--- src/rtl/probe_capture_unit.sv ---
// rtl/probe_capture_unit.sv - command-driven probe sampler with FIFO upstream port
module probe_capture_unit #(
  parameter logic [15:0] PROBE_ID = 16'h0001,
  parameter int          DEPTH    = 8,
  parameter int          AW       = 3
) (
  input  logic        i_uclk,
  input  logic        i_urst,
  input  logic [31:0] i_probe_in,
  input  logic        i_probe_stb,
  input  logic        i_cmden,
  input  logic [18:0] i_cmd,
  input  logic        i_ctimer,
  input  logic        i_ack,
  output logic [31:0] o_dataup,
  output logic        o_datavalid,
  output logic        o_delay,
  output logic [7:0]  o_ovf_count,
  output logic        o_armed
);

  typedef enum logic [1:0] {ST_IDLE, ST_CONT, ST_SINGLE} state_t;

  localparam logic [AW:0] FULL_CNT = (AW+1)'(DEPTH);

  state_t         r_state;
  logic           r_mode_periodic;
  logic           r_armed;
  logic [AW-1:0]  r_wr_ptr;
  logic [AW-1:0]  r_rd_ptr;
  logic [AW:0]    r_count;
  logic [7:0]     r_ovf;
  logic [31:0]    r_mem [DEPTH];

  logic           w_cmd_hit;
  logic [2:0]     w_op;
  logic           w_flush;
  logic           w_event;
  logic           w_full;
  logic           w_pop;
  logic           w_push;
  logic           w_drop;
  logic [AW:0]    w_count_nxt;
  state_t         w_state_nxt;
  logic           w_mode_nxt;

  always_comb begin
    w_cmd_hit   = i_cmden && (i_cmd[18:3] == PROBE_ID);
    w_op        = i_cmd[2:0];
    w_flush     = w_cmd_hit && (w_op == 3'd4);
    w_event     = (r_state != ST_IDLE) && (r_mode_periodic ? i_ctimer : i_probe_stb);
    w_full      = (r_count == FULL_CNT);
    w_pop       = i_ack && (r_count != '0);
    // A pop in the same cycle frees the slot, so a full FIFO still accepts the sample
    w_push      = w_event && (!w_full || w_pop);
    w_drop      = w_event && w_full && !w_pop;
    w_count_nxt = r_count + (AW+1)'(w_push) - (AW+1)'(w_pop);
  end

  always_comb begin
    w_state_nxt = r_state;
    w_mode_nxt  = r_mode_periodic;
    if (w_event && (r_state == ST_SINGLE))
      w_state_nxt = ST_IDLE;
    if (w_cmd_hit) begin
      case (w_op)
        3'd1:    w_state_nxt = ST_CONT;
        3'd2:    w_state_nxt = ST_IDLE;
        3'd3:    w_state_nxt = ST_SINGLE;
        3'd5:    w_mode_nxt  = 1'b0;
        3'd6:    w_mode_nxt  = 1'b1;
        default: ;
      endcase
    end
  end

  always_ff @(posedge i_uclk) begin
    if (i_urst) begin
      r_state         <= ST_IDLE;
      r_mode_periodic <= 1'b0;
      r_armed         <= 1'b0;
      r_wr_ptr        <= '0;
      r_rd_ptr        <= '0;
      r_count         <= '0;
      r_ovf           <= '0;
    end else begin
      r_state         <= w_state_nxt;
      r_mode_periodic <= w_mode_nxt;
      r_armed         <= (w_state_nxt != ST_IDLE);
      if (w_flush) begin
        r_wr_ptr <= '0;
        r_rd_ptr <= '0;
        r_count  <= '0;
        r_ovf    <= '0;
      end else begin
        if (w_push)
          r_wr_ptr <= r_wr_ptr + AW'(1);
        if (w_pop)
          r_rd_ptr <= r_rd_ptr + AW'(1);
        r_count <= w_count_nxt;
        if (w_drop && (r_ovf != 8'hFF))
          r_ovf <= r_ovf + 8'd1;
      end
    end
  end

  always_ff @(posedge i_uclk) begin
    if (!i_urst && w_push && !w_flush)
      r_mem[r_wr_ptr] <= i_probe_in;
  end

  assign o_dataup    = (r_count != '0) ? r_mem[r_rd_ptr] : 32'd0;
  assign o_datavalid = (r_count != '0);
  assign o_delay     = w_full;
  assign o_ovf_count = r_ovf;
  assign o_armed     = r_armed;

endmodule
--- config.mk ---
export PLATFORM = sky130hd
export DESIGN_NAME = probe_capture_unit
export DESIGN_NICKNAME = d
export VERILOG_FILES = /design/src/rtl/probe_capture_unit.sv
export SDC_FILE = /design/constraint.sdc
export NUM_CORES = 1
export LEC_CHECK = 0
export CAP_MARGIN = 5
export CORE_MARGIN = 2
export CORE_UTILIZATION = 23
export DETAILED_ROUTE_END_ITERATION = 16
export HOLD_SLACK_MARGIN = 0.02
export SYNTH_ARGS = -nofsm -noshare
export SYNTH_HDL_FRONTEND = slang
export SYNTH_SLANG_ARGS = --single-unit
--- constraint.sdc ---
create_clock -name i_uclk -period 10 [get_ports i_uclk]
set_clock_uncertainty 0.15 [all_clocks]
set_input_delay 2.5 -clock i_uclk [delete_from_list [all_inputs] [get_ports i_uclk]]
set_output_delay 2.5 -clock i_uclk [all_outputs]
set_load 0.005 [all_outputs]
==> impl_metrics.ini <==
[finish]
seqCellArea_um2 = 8200
mostFrequentLayoutCell = edfxtp_1
area_delta_synth_final_pct = 24.7
fin_area_um2 = 13900
final_cell_mix = edfxtp_1 (256), clkdlybuf4s50_1 (99), mux4_2 (64)
n_fill_cell = 4644
multi_input_area_um2 = 2830
antenna_cells = 0
drive_above_1_share_pct = 19.8
fin_cells = 1322
fin_nets = 750

[clock_network]
cts_buffers = 29
clkTransAtPathRegs_ns = 0.06
ctsResizeCount = 0
cts_tree = yes
ctsHoldBuffers = 0
htreeDepth = 1
clockBufferDepth = 3
cts_setup_buffers = 0
clock_latency_ns = 0.55
cts_root_buf = clkbuf_16
clock_sinks = 281

[grt]
antenna_found_initial = 4
grt_pass1_wl_um = 36100
grt_pass1_vias = 6012
grt_max_degree = 65
gr-usage-all-layers_pct = 9.54
overflow = 0

[setup_path]
rr_endpoint = r_mem[0][15]
path_max_fanout = 41
cp-start-kind = flip-flop
arrival_ns = 3.42
reg2reg_slack_ns = 6.88
end_kind = output pin
worst_r2r_path_depth = 7
r2r_start = r_count[2]
critPathKind = reg -> out
cp.required_ns = 7.35

[timing]
min_period_over_period_pct = 60.7
hold_slack_ns = 0.319
fin_crit_ns = 6.07
slew_headroom_pct = 33.5
drv_slew = 0
fin_tns_setup_ns = 0
setup_viol = 0
rsz0062_at_grt = false
hold_violations = 0
worst_pin_slew_ns = 0.998
fmax_mhz = 165

[synthesis]
ys_warn_count = 0
avgSynthCellArea_um2 = 19.5
synthCells = 569
synth-main-ff-cell = edfxtp_1
async_flop_share_pct = 0
synth_edf_count = 256
yosys.cell_types.count = 48
synth_area_um2 = 11100
seq_area_frac_synth_pct = 73.7
ys_seq_elements = 281
syn_nets = 635

[placement]
portBuffers = 99
gp_congestion = 0.675
placed_cells = 1268
hpwl_um = 13500
dpl_cell_area_um2 = 12900

[job]
maxCapViolations = 0

[die]
io_pins = 100
die_w_um = 224
rows = 80
start_util_pct = 23.3
fp.dieH_um = 224
design.die.area_um2 = 50100
core_um2 = 47700

[hold_path]
min_path_cells = 2
hp-class = reg -> reg
holdCritStartpoint = r_rd_ptr[1]

[route]
wirelength_um = 23900
wire_per_inst_um = 18.1
dr.pass1.iters = 6
ant_nets = 0
drc = 0
drt-initial-drc-count = 295
routed-via-count = 5589
viasPerCell = 4.23

[pwr]
irDropWorstVdd_mv = 0.134
p_leak_uw = 0.00413
power.density_nw_per_um2 = 225

[status]
outcome = complete, no violations
report_power, final:
group	internal, µW	switching, µW	total [µW]
Sequential	1300	65.1	1360
Combinational	400	288	688
Clock	616	450	1070
Total	2310	803	3110
cells by family (layout without fill, tap and decap cells):
family,count (synthesis),count (layout),share of synthesized area (%)
muxes,98,98,16.0
adders and majority gates,9,9,1.08
and+or+nand+nor,101,101,5.10
buffers and inverters,39,177,1.45
DFF,281,281,73.7
xor gates and xnor gates,5,5,0.394
AOI/OAI and AO/OA,36,36,2.27
flip-flops by register name, summed over array words and instances, names as in the netlist, named ones only:
| register | cells |
|---|---|
| o_armed | 1 |
| r_mode_periodic | 1 |
| r_wr_ptr | 3 |
| r_rd_ptr | 3 |
| o_ovf_count | 8 |
| r_count | 4 |
| r_mem | 256 |
| r_state | 2 |
worst max-delay path by stage:
stage / startpoint / endpoint / slack, ns
final: flip-flop / o_dataup[14] / 3.93
after global routing: flip-flop / o_dataup[2] / 3.60
after CTS: flip-flop / o_dataup[14] / 3.80
after detailed placement: flip-flop / o_dataup[14] / 4.40
after global placement: flip-flop / o_dataup[14] / 4.37
after floorplan: i_ctimer / r_mem[4][0] / 4.24
critical path, cell delays in order, from the launching register on:
cell and delay, ns:
dfxtp_4 0.66, buf_4 0.75, mux4_2 0.60, mux2i_1 0.27, nor2_1 0.07, clkdlybuf4s50_1 0.46
cells in the mapped netlist (2+ instances only):
cell / n / area share [%]
mux4_2: 64 / 13
a21oi_1: 14 / 0.63
buf_1: 5 / 0.17
o41ai_1: 2 / 0.16
nor4_2: 4 / 0.45
o21ai_0: 4 / 0.18
xor2_1: 3 / 0.24
mux2i_1: 34 / 3.1
nand3b_1: 3 / 0.20
inv_1: 13 / 0.44
buf_2: 9 / 0.41
nand4_1: 4 / 0.23
dfxtp_1: 25 / 4.5
nand3_1: 6 / 0.27
nor4_1: 2 / 0.11
a41o_1: 2 / 0.18
nand2b_1: 3 / 0.17
nand2_1: 9 / 0.30
or3_1: 3 / 0.17
xnor2_1: 2 / 0.16
o311ai_2: 2 / 0.29
nor2_1: 51 / 1.7
ha_1: 8 / 0.90
clkbuf_1: 11 / 0.37
o31ai_1: 4 / 0.27
edfxtp_1: 256 / 69
nor3_2: 2 / 0.18
or4_1: 4 / 0.27
routing by layer:
layer / global-route usage (%) / vias up / share of wire, %
li1: - / 2549 / -
met4: 3.18 / 8 / 1.9
met2: 16.4 / 136 / 48
met5: 0 / - / 0.19
met3: 2.03 / 35 / 5.5
met1: 12.0 / 2861 / 44
through the flow:
step,utilization (%),power [µW],setup WS (ns)
finish,29.0,3110,3.93
global route,29.0,3270,3.60
CTS,29.0,3170,3.80
detailed placement,27.1,2100,4.40
global placement,27.1,2090,4.37
floorplan,-,1760,4.24
layout make-up:
class | count | area share (%)
inverter | 13 | 0.352
multi-input combinational | 249 | 20.4
clock buffer | 35 | 5.40
sequential | 281 | 59.1
tap | 615 | 5.55
timing repair buffer | 110 | 7.74
clock inverter | 19 | 1.40
(Power assumes the default switching activity.)
